==> src/rtl/prng_histogram_pkg.sv <==
// Shared types, default bin table and the lowest-index bin matcher for the
// PRNG occurrence histogram.
package prng_histogram_pkg;

    typedef enum logic [1:0] {
        IDLE  = 2'd0,
        COUNT = 2'd1,
        DUMP  = 2'd2
    } state_t;

    localparam int MAX_DATA_W = 32;
    localparam int MAX_BINS   = 64;
    localparam int MAX_VEC_W  = MAX_DATA_W * MAX_BINS;

    // Bin 0 sits in the least significant slice.
    localparam logic [159:0] DEFAULT_BIN_VALUES = {
        16'h0800, 16'h071C, 16'h0638, 16'h0555, 16'h0471,
        16'h038E, 16'h02AA, 16'h01C7, 16'h00E3, 16'h0000
    };

    typedef struct packed {
        logic       hit;
        logic [7:0] index;
    } bin_match_t;

    // Scanning from the top down lets the lowest matching index win.
    function automatic bin_match_t bin_match(
        input logic [MAX_DATA_W-1:0] data,
        input logic [MAX_VEC_W-1:0]  values,
        input int                    num_bins,
        input int                    data_w
    );
        bin_match_t            res;
        logic [MAX_DATA_W-1:0] mask;
        logic [MAX_VEC_W-1:0]  shifted;
        res  = '0;
        mask = {MAX_DATA_W{1'b1}} >> (MAX_DATA_W - data_w);
        for (int i = MAX_BINS - 1; i >= 0; i--) begin
            shifted = values >> (i * data_w);
            if ((i < num_bins) && ((shifted[MAX_DATA_W-1:0] & mask) == (data & mask))) begin
                res.hit   = 1'b1;
                res.index = i[7:0];
            end else begin
                res = res;
            end
        end
        return res;
    endfunction

endpackage

==> src/rtl/prng_histogram_sat_counter.sv <==
// Saturating up-counter with synchronous clear; one instance per histogram
// bin, one for the miss bin and one for the sample count.
module sat_counter #(
    parameter int CNT_W = 32
) (
    input  logic             clk,
    input  logic             rst,
    input  logic             clr,
    input  logic             inc,
    output logic [CNT_W-1:0] q
);

    localparam logic [CNT_W-1:0] CNT_MAX = {CNT_W{1'b1}};

    // Count register: clear wins over increment, all-ones holds.
    always_ff @(posedge clk) begin
        if (rst) begin
            q <= '0;
        end else if (clr) begin
            q <= '0;
        end else if (inc && (q != CNT_MAX)) begin
            q <= q + CNT_W'(1);
        end else begin
            q <= q;
        end
    end

endmodule

==> src/rtl/prng_histogram.sv <==
// Occurrence histogram of a valid-qualified sample stream over programmed
// bin values plus a miss bin, read out over a ready/valid port.
module prng_histogram
    import prng_histogram_pkg::*;
#(
    parameter int                         DATA_W     = 16,
    parameter int                         NUM_BINS   = 10,
    parameter int                         CNT_W      = 32,
    parameter int                         WINDOW     = 32,
    parameter logic [NUM_BINS*DATA_W-1:0] BIN_VALUES = DEFAULT_BIN_VALUES
) (
    input  logic                            clk,
    input  logic                            rst,
    input  logic                            start,
    input  logic                            stop,
    input  logic                            in_valid,
    input  logic [DATA_W-1:0]               in_data,
    output logic                            busy,
    output logic                            done,
    output logic                            rd_valid,
    input  logic                            rd_ready,
    output logic [$clog2(NUM_BINS+1)-1:0]   rd_index,
    output logic [CNT_W-1:0]                rd_count,
    output logic                            rd_last
);

    localparam int               IDX_W   = $clog2(NUM_BINS + 1);
    localparam logic [CNT_W-1:0] CNT_MAX = {CNT_W{1'b1}};

    state_t                state_r;
    state_t                state_s;
    logic [MAX_DATA_W-1:0] data_ext_s;
    logic [MAX_VEC_W-1:0]  values_ext_s;
    bin_match_t            match_s;
    logic                  accept_s;
    logic                  clr_s;
    logic                  win_hit_s;
    logic                  to_dump_s;
    logic                  last_hs_s;
    logic [NUM_BINS:0]     inc_s;
    logic [CNT_W-1:0]      cnt_s      [NUM_BINS+1];
    logic [CNT_W-1:0]      cnt_next_s [NUM_BINS+1];
    logic [CNT_W-1:0]      sample_cnt_s;
    logic [IDX_W-1:0]      rd_sel_s;
    logic [CNT_W-1:0]      mux_count_s;
    logic                  busy_r;
    logic                  done_r;
    logic                  rd_valid_r;
    logic                  rd_last_r;
    logic [IDX_W-1:0]      rd_index_r;
    logic [CNT_W-1:0]      rd_count_r;

    // Widen sample and bin table to the matcher's fixed operand widths.
    always_comb begin
        data_ext_s                           = '0;
        data_ext_s[DATA_W-1:0]               = in_data;
        values_ext_s                         = '0;
        values_ext_s[NUM_BINS*DATA_W-1:0]    = BIN_VALUES;
        match_s = bin_match(data_ext_s, values_ext_s, NUM_BINS, DATA_W);
    end

    assign accept_s  = (state_r == COUNT) && in_valid;
    assign clr_s     = (state_r == IDLE) && start;
    // Compare one bit wider so the sample about to be accepted is included.
    assign win_hit_s = (WINDOW != 0) && accept_s &&
                       (({1'b0, sample_cnt_s} + (CNT_W+1)'(1)) == (CNT_W+1)'(WINDOW));
    assign to_dump_s = (state_r == COUNT) && (stop || win_hit_s);
    assign last_hs_s = (state_r == DUMP) && rd_valid_r && rd_ready && rd_last_r;

    // One-hot increment for the matched bin, or the miss bin.
    always_comb begin
        inc_s = '0;
        for (int i = 0; i < NUM_BINS; i++) begin
            inc_s[i] = accept_s && match_s.hit && (match_s.index == 8'(i));
        end
        inc_s[NUM_BINS] = accept_s && !match_s.hit;
    end

    for (genvar g = 0; g <= NUM_BINS; g++) begin : g_cnt
        sat_counter #(.CNT_W(CNT_W)) u_cnt (
            .clk (clk),
            .rst (rst),
            .clr (clr_s),
            .inc (inc_s[g]),
            .q   (cnt_s[g])
        );
        // Look-ahead value so the first readout entry sees the final sample.
        assign cnt_next_s[g] = (inc_s[g] && (cnt_s[g] != CNT_MAX)) ? cnt_s[g] + CNT_W'(1) : cnt_s[g];
    end

    sat_counter #(.CNT_W(CNT_W)) u_sample_cnt (
        .clk (clk),
        .rst (rst),
        .clr (clr_s),
        .inc (accept_s),
        .q   (sample_cnt_s)
    );

    // Select the counter for the entry to be loaded at the next edge.
    always_comb begin
        rd_sel_s    = (state_r == DUMP) ? rd_index_r + IDX_W'(1) : '0;
        mux_count_s = '0;
        for (int i = 0; i <= NUM_BINS; i++) begin
            mux_count_s = (rd_sel_s == IDX_W'(i)) ? cnt_next_s[i] : mux_count_s;
        end
    end

    // Next-state logic.
    always_comb begin
        state_s = state_r;
        case (state_r)
            IDLE:    state_s = clr_s ? COUNT : IDLE;
            COUNT:   state_s = to_dump_s ? DUMP : COUNT;
            DUMP:    state_s = last_hs_s ? IDLE : DUMP;
            default: state_s = IDLE;
        endcase
    end

    // State register plus registered status flags.
    always_ff @(posedge clk) begin
        if (rst) begin
            state_r <= IDLE;
            busy_r  <= 1'b0;
            done_r  <= 1'b0;
        end else begin
            state_r <= state_s;
            busy_r  <= (state_s != IDLE);
            done_r  <= last_hs_s;
        end
    end

    // Readout entry registers: load on entry to DUMP and after each handshake.
    always_ff @(posedge clk) begin
        if (rst) begin
            rd_valid_r <= 1'b0;
            rd_index_r <= '0;
            rd_count_r <= '0;
            rd_last_r  <= 1'b0;
        end else if (to_dump_s || (rd_valid_r && rd_ready && !rd_last_r)) begin
            rd_valid_r <= 1'b1;
            rd_index_r <= rd_sel_s;
            rd_count_r <= mux_count_s;
            rd_last_r  <= (rd_sel_s == IDX_W'(NUM_BINS));
        end else if (last_hs_s) begin
            rd_valid_r <= 1'b0;
            rd_index_r <= '0;
            rd_count_r <= '0;
            rd_last_r  <= 1'b0;
        end else begin
            rd_valid_r <= rd_valid_r;
            rd_index_r <= rd_index_r;
            rd_count_r <= rd_count_r;
            rd_last_r  <= rd_last_r;
        end
    end

    assign busy     = busy_r;
    assign done     = done_r;
    assign rd_valid = rd_valid_r;
    assign rd_index = rd_index_r;
    assign rd_count = rd_count_r;
    assign rd_last  = rd_last_r;

endmodule

==> config.mk <==
export PLATFORM = sky130hd
export DESIGN_NAME = prng_histogram
export DESIGN_NICKNAME = d
export VERILOG_FILES = /design/src/rtl/prng_histogram_pkg.sv /design/src/rtl/prng_histogram_sat_counter.sv /design/src/rtl/prng_histogram.sv
export SDC_FILE = /design/constraint.sdc
export NUM_CORES = 1
export LEC_CHECK = 0
export ABC_AREA = 1
export BUFFER_PORTS_ARGS = -buffer_cell sky130_fd_sc_hd__buf_2
export CAP_MARGIN = 20
export CORE_AREA = 2 2 259 210
export CTS_BUF_LIST = sky130_fd_sc_hd__clkbuf_4
export CTS_CLUSTER_SIZE = 30
export DETAILED_ROUTE_END_ITERATION = 8
export DIE_AREA = 0 0 261 212
export PLACE_DENSITY_LB_ADDON = 0.25
export SYNTH_ARGS = -nofsm -noshare
export SYNTH_HDL_FRONTEND = slang
export SYNTH_SLANG_ARGS = --single-unit
export TNS_END_PERCENT = 50
==> constraint.sdc <==
create_clock -name clk -period 3.4 [get_ports clk]
set_input_delay 0.51 -clock clk [delete_from_list [all_inputs] [get_ports clk]]
set_output_delay 0.51 -clock clk [all_outputs]
set_load 0.01 [all_outputs]
* Word-level counts from Yosys, hierarchy flattened
Cells that the tools add are included.
** Word-level totals
- Output and inout port bits :: 40
- Word-level logic and storage cells :: 164
- Flip-flop bits (word level) :: 426
- Bits of input ports :: 22
** Cells by class
- Eq/ne operators :: 43
- Multiplexer cells :: 44
- Reduce and logical (&&, ||, !) cells :: 44
- $add $sub $neg :: 14
** Operators with widths (number)
- $mux 32 :: 24
- $add 32x1->32 const B :: 12
- $ne 32x32->1 const B :: 12
- $mux 9 :: 10
- $eq 11x16->1 const A :: 4
- $add 32x1->33 const B :: 1
- $eq 33x6->1 const B :: 1
- $logic_and 1x1->1 :: 33
- $eq 10x16->1 const A :: 2
- $eq 8x3->1 const B :: 4
- $logic_not 32->1 :: 1
- $eq 12x16->1 const A :: 1
- $eq 4x3->1 const B :: 4
- $eq 8x16->1 const A :: 1
- $eq 8x2->1 const B :: 2
- $eq 8x4->1 const B :: 2
- $eq 9x16->1 const A :: 1
- $eq 4x4->1 const B :: 3
- $mux 4 :: 3
- $eq 4x2->1 const B :: 2
- $eq 8x1->1 const B :: 1
- $logic_not 8->1 :: 1
- $pmux 2 s3 :: 1
- $add 4x1->4 const B :: 1
- other kinds (11) :: 18

* Longest topological paths before layout
- Word-level depth :: 27
- Gate-level depth with buffers :: 25
- Gate-level depth less buffers :: 24

* By module
A second synthesis with hierarchy kept.
** Second synthesis, totals
- Cell total of the unflattened synthesis :: 6486
- Area, all modules :: 38413.1 um2
** Modules (own cells, without submodules)
- sat_counter :: area each 2095.8 um2, instances 12, cells an instance 325
- prng_histogram :: area each 13264.0 um2, instances 1, cells an instance 2586

* Least setup slack after synthesis
Ideal clock, no wire load.
- Path kind :: input port to flip-flop
- Start point :: in in_data[15]
- End point :: reg rd_count_r[10], in the netlist rd_count[10]
- Required time :: 3.268 ns
- Path slack :: 0.874 ns
- Stages :: 21
- Arrival :: 2.394 ns
- Cells stage by stage :: nor2_2 nand3_1 nor2_1 nand2_1 nand2_2 nor2_4 nor2_8 nand2_1 nor2_1 buf_4 nand2_1 o21ai_1 nand3_1 nand2_1 nand2_1 nand2_1 nand3_1 nand2_1 nand3_1 nand2_1 a21oi_2
** Between the ends
- Cells in the longest elaborated chain, start to end :: 27
** Ends and longest elaborated chain
- start: declaration :: line prng_histogram.sv:17 : input logic [DATA_W-1:0] in_data,
- $eq 12x16->1 :: line prng_histogram_pkg.sv:40 : if ((i < num_bins) && ((shifted[MAX_DATA_W-1:0] & mask) == (data & mask))) begin
- $mux 9 (9 in series) :: line prng_histogram_pkg.sv:40
- $mux 9 * :: line prng_histogram_pkg.sv:40
- $logic_not 8->1 / $logic_and 1x1->1 (equally long branches) :: line prng_histogram.sv:74 : inc_s[i] = accept_s && match_s.hit && (match_s.index == 8'(i));
- $logic_and 1x1->1 :: line prng_histogram.sv:74
- $logic_and 1x1->1 :: line prng_histogram.sv:88 : assign cnt_next_s[g] = (inc_s[g] && (cnt_s[g] != CNT_MAX)) ? cnt_s[g] + CNT_W'(1) : cnt_s[g];
- $mux 32 :: line prng_histogram.sv:88
- $mux 32 (10 in series) :: line prng_histogram.sv:104 : mux_count_s = (rd_sel_s == IDX_W'(i)) ? cnt_next_s[i] : mux_count_s;
- $mux 32 * :: line prng_histogram.sv:104
- $mux 32 * :: line prng_histogram.sv:139 : end else if (to_dump_s || (rd_valid_r && rd_ready && !rd_last_r)) begin
- end signal: assignment :: line prng_histogram.sv:142 : rd_count_r <= mux_count_s;
- end signal: assignment :: line prng_histogram.sv:152 : rd_count_r <= rd_count_r;
- end: declaration :: line prng_histogram.sv:51 : logic [CNT_W-1:0] rd_count_r;
Every way passes the cells marked *; elsewhere a longest branch is shown, timed or not.
A chain may end at the register's enable or synchronous reset.

* Final worst setup path
- Start point :: reg g_cnt[2].u_cnt.q[1]
- End point :: reg rd_count_r[7], in the netlist rd_count[7]
** Between the ends
- Cells in the longest elaborated chain, start to end :: 13
** Ends and longest elaborated chain
- start: declaration :: line prng_histogram_sat_counter.sv:10 : output logic [CNT_W-1:0] q
- start signal: assignment :: line prng_histogram_sat_counter.sv:22 : q <= q + CNT_W'(1);
- start signal: assignment :: line prng_histogram_sat_counter.sv:24 : q <= q;
- branches (longest 2 deep; another with $add 32x1->32)
- $mux 32 * :: line prng_histogram.sv:88
- $mux 32 * (9 in series) :: line prng_histogram.sv:104
- $mux 32 * :: line prng_histogram.sv:139
Mark *: on every way between the ends.

==> impl_metrics.env <==
export IMPL_grt_pass1_vias=29100
export IMPL_p_sw_frac=0.2724
export IMPL_slew_headroom=0.4162
export IMPL_fill_cells=5193
export IMPL_synth_nets=4760
export IMPL_hold_viol=0
export IMPL_seqCellArea_mm2=0.008532
export IMPL_routed_via_count=32520
export IMPL_seq_area_frac_synth=0.2961
export IMPL_cp_arrival_ps=4100
export IMPL_grt_total_usage=0.3862
export IMPL_drive_above_1_share=0.1413
export IMPL_multiInputGateArea_mm2=0.01776
export IMPL_fin_skew_ps=43.69
export IMPL_first_pass_iters=6
export IMPL_syn_avg_cell_area_um2=6.097
export IMPL_overflow=0
export IMPL_ios=62
export IMPL_min_delay_start="start"
export IMPL_min_to="state_r[0]"
export IMPL_fin_util=0.6364
export IMPL_place_hpwl_mm=86.29
export IMPL_power_leakage_nw=12.65
export IMPL_core_area_mm2=0.05306
export IMPL_drtIter0Drc=4088
export IMPL_final_cell_mix="nand2_1, nor2_1, inv_1, dfxtp_1, buf_4"
export IMPL_worstHoldPathType="input pin to register"
export IMPL_timing_rr_start="g_cnt[2].u_cnt.q[1]"
export IMPL_ant_nets=0
export IMPL_cts_path_max_buffers=3
export IMPL_setup_viol=0
export IMPL_grt_max_degree=139
export IMPL_start_util=0.5428
export IMPL_p_comb_frac=0.054
export IMPL_clkPwrFrac=0.450
export IMPL_min_path_cells=5
export IMPL_worstPathRequired_ps=4200
export IMPL_placementRows=76
export IMPL_synthCells=4724
export IMPL_synth_seq_cells=426
export IMPL_numCtsBuffers=113
export IMPL_cap_viol_max_count=0
export IMPL_dpl_instance_area_mm2=0.03212
export IMPL_cts_root_buffer="clkbuf_4"
export IMPL_io_buffer_count=61
export IMPL_grt_setup_unrepaired="yes"
export IMPL_finalNetCount=5137
export IMPL_clk_latency_ps=960
export IMPL_yosysUniqueCellTypes=56
export IMPL_min_period_ps=3305
export IMPL_ys_flop_type="dfxtp_1"
export IMPL_dieArea_mm2=0.05533
export IMPL_drv_slew=0
export IMPL_crit_type="register to register"
export IMPL_drt_wl_total_mm=109.0
export IMPL_cts_tree="yes"
export IMPL_post_drt_wl_per_cell_um=18.51
export IMPL_viasPerCell=5.524
export IMPL_path_clk_slew_ps=70
export IMPL_async_reset_ff_frac=0
export IMPL_drc=0
export IMPL_p_int_mw=7.403
export IMPL_layout_commonest_cell="nand2_1"
export IMPL_crit_path_max_fanout=5
export IMPL_die_w_um=261
export IMPL_whs_ps=59.48
export IMPL_area_delta_synth_final_pct=17.24
export IMPL_fin_crit_sh=0.9719
export IMPL_worstMarginPinSlew_ps=867.7
export IMPL_synth_edff_count=0
export IMPL_place_gp_congestion=1.074
export IMPL_rrSetupSlack_ps=100
export IMPL_die_y_um=212
export IMPL_power_frac_seq=0.496
export IMPL_htree_levels=3
export IMPL_clock_sinks=426
export IMPL_stdcell_area_mm2=0.03377
export IMPL_setup_tns_ps=0
export IMPL_antenna_found_initial=3
export IMPL_r2r_cells=24
export IMPL_p_per_area_mw_per_mm2=301.3
export IMPL_max_freq_ghz=0.3026
export IMPL_yosys_warnings=0
export IMPL_critPathLaunchType="register"
export IMPL_worst_setup_path_end_kind="register"
export IMPL_grt_first_pass_wirelength_mm=165.2
export IMPL_peakVddDrop_uv=304.6
export IMPL_r2r_end="rd_count[7]"
export IMPL_synth_area_mm2=0.02880
export IMPL_p_switching_mw=2.772
export IMPL_status="completed"
## through the flow
step / total power, mW / worst slack (ps) / std cells
after floorplan: 5.464 / 874.1 / 4724
after global placement: 5.680 / -494.7 / 5682
after detailed placement: 5.681 / -502.8 / 5682
after CTS: 10.20 / 9.713 / 5879
after global routing: 10.48 / -54.00 / 5885
final: 10.17 / 95.48 / 5888
## cells by family after synthesis
group / synth area share
compound gates: 0.06625
xor+xnor: 0.09974
fa+ha+maj: 0.006082
buf+inv: 0.09518
flops: 0.2961
mux: 0.0006951
simple gates: 0.4359
## repair_timing
action,4_1_cts,5_1_grt
hold buffers,3,0
setup buffers,0,3
resized for setup,2,55
endpoints found under the hold margin,7,0
setup endpoints to repair,2,34
pin swaps,0,10
## cell type report
class | instances | area share
multi-input combinational | 3600 | 0.5260
sequential | 426 | 0.2527
timing repair buffer | 414 | 0.09341
inverter | 546 | 0.06077
clock buffer | 153 | 0.03402
tap | 702 | 0.02601
clock inverter | 41 | 0.006633
antenna | 6 | 0.0004446
## Yosys cell counts (4+ instances only)
library cell     n  area, um2
o21ai_1         52      260.3
a211oi_1         4      30.03
xnor2_1         76      665.6
ha_1            14      175.2
a21oi_2          5      43.79
clkbuf_1        93      349.1
nand3_2          9      90.09
a21oi_1         88      440.4
buf_1            5      18.77
clkinv_1         4      15.01
nand4_1        149      932.1
dfxtp_1        426       8528
nor2_2          12      75.07
nor4_1          59      369.1
o31ai_1          4      30.03
nor2_4           9      101.4
nand2_1       1301       4883
nand3_1        288       1441
nand3b_1        30      225.2
inv_2           20      75.07
nor3_2          12      120.1
o21ai_0        186      930.9
o211ai_1         9      67.56
nand2_2         13      81.33
buf_2           40      200.2
nor2_1         776       2913
nor3_1         200       1001
inv_1          522       1959
xor2_1         252       2207
buf_4           10      75.07
or2_2           12      75.07
or2_1            6      37.54
## sequential cells by signal (all words and copies together), names as in the netlist
register        flops
g_cnt.u_cnt.q     352
u_sample_cnt.q     32
rd_index            4
rd_valid            1
rd_last             1
busy                1
done                1
state_r             2
rd_count           32
## worst max-delay path by stage
stage                        startpoint           end  slack (ps)  depth (start not counted)
global placement            in_data[15]   rd_count[9]        -490                         24
CTS                 g_cnt[2].u_cnt.q[0]  rd_count[21]          10                         20
floorplan                   in_data[15]  rd_count[10]         870                         21
global route        g_cnt[0].u_cnt.q[1]   rd_count[9]         -50                         19
finish              g_cnt[2].u_cnt.q[1]   rd_count[7]         100                         24
detailed placement          in_data[15]  rd_count[23]        -500                         25
## routing by layer
layer	global-route usage	vias up	wire length [um]
met5	0	-	13
met4	0.1074	2	3182
met3	0.1226	215	15300
met2	0.5164	1710	41170
met1	0.5829	14730	49320
li1	-	15860	-
## worst max-delay path: stages (launching register included)
cell and delay [ps]:
dfxtp_1 340, ha_2 210, nand2_2 100, buf_4 150
inv_1 40, nand3_1 110, nor2_1 150, nand2_1 80
nor2_2 140, nand2_1 90, nor2_2 120, nor2_2 60
nand2_2 140, buf_4 160, nor2_1 50, xor2_1 250
nand2_1 140, nand2_1 110, nand3_1 130, nand2_1 170
nand3_1 120, nand2_1 120, nand2_1 70, nand2_1 50
a21oi_1 50
## power groups by stage
stage / Sequential, mW / Combinational [mW] / Clock [mW]
global placement: 5.16 / 0.520 / 0
floorplan: 5.15 / 0.309 / 0
global route: 5.05 / 0.590 / 4.85
detailed placement: 5.16 / 0.520 / 0
finish: 5.05 / 0.550 / 4.58
CTS: 5.05 / 0.528 / 4.62
Power figures use the tool's default switching activity.
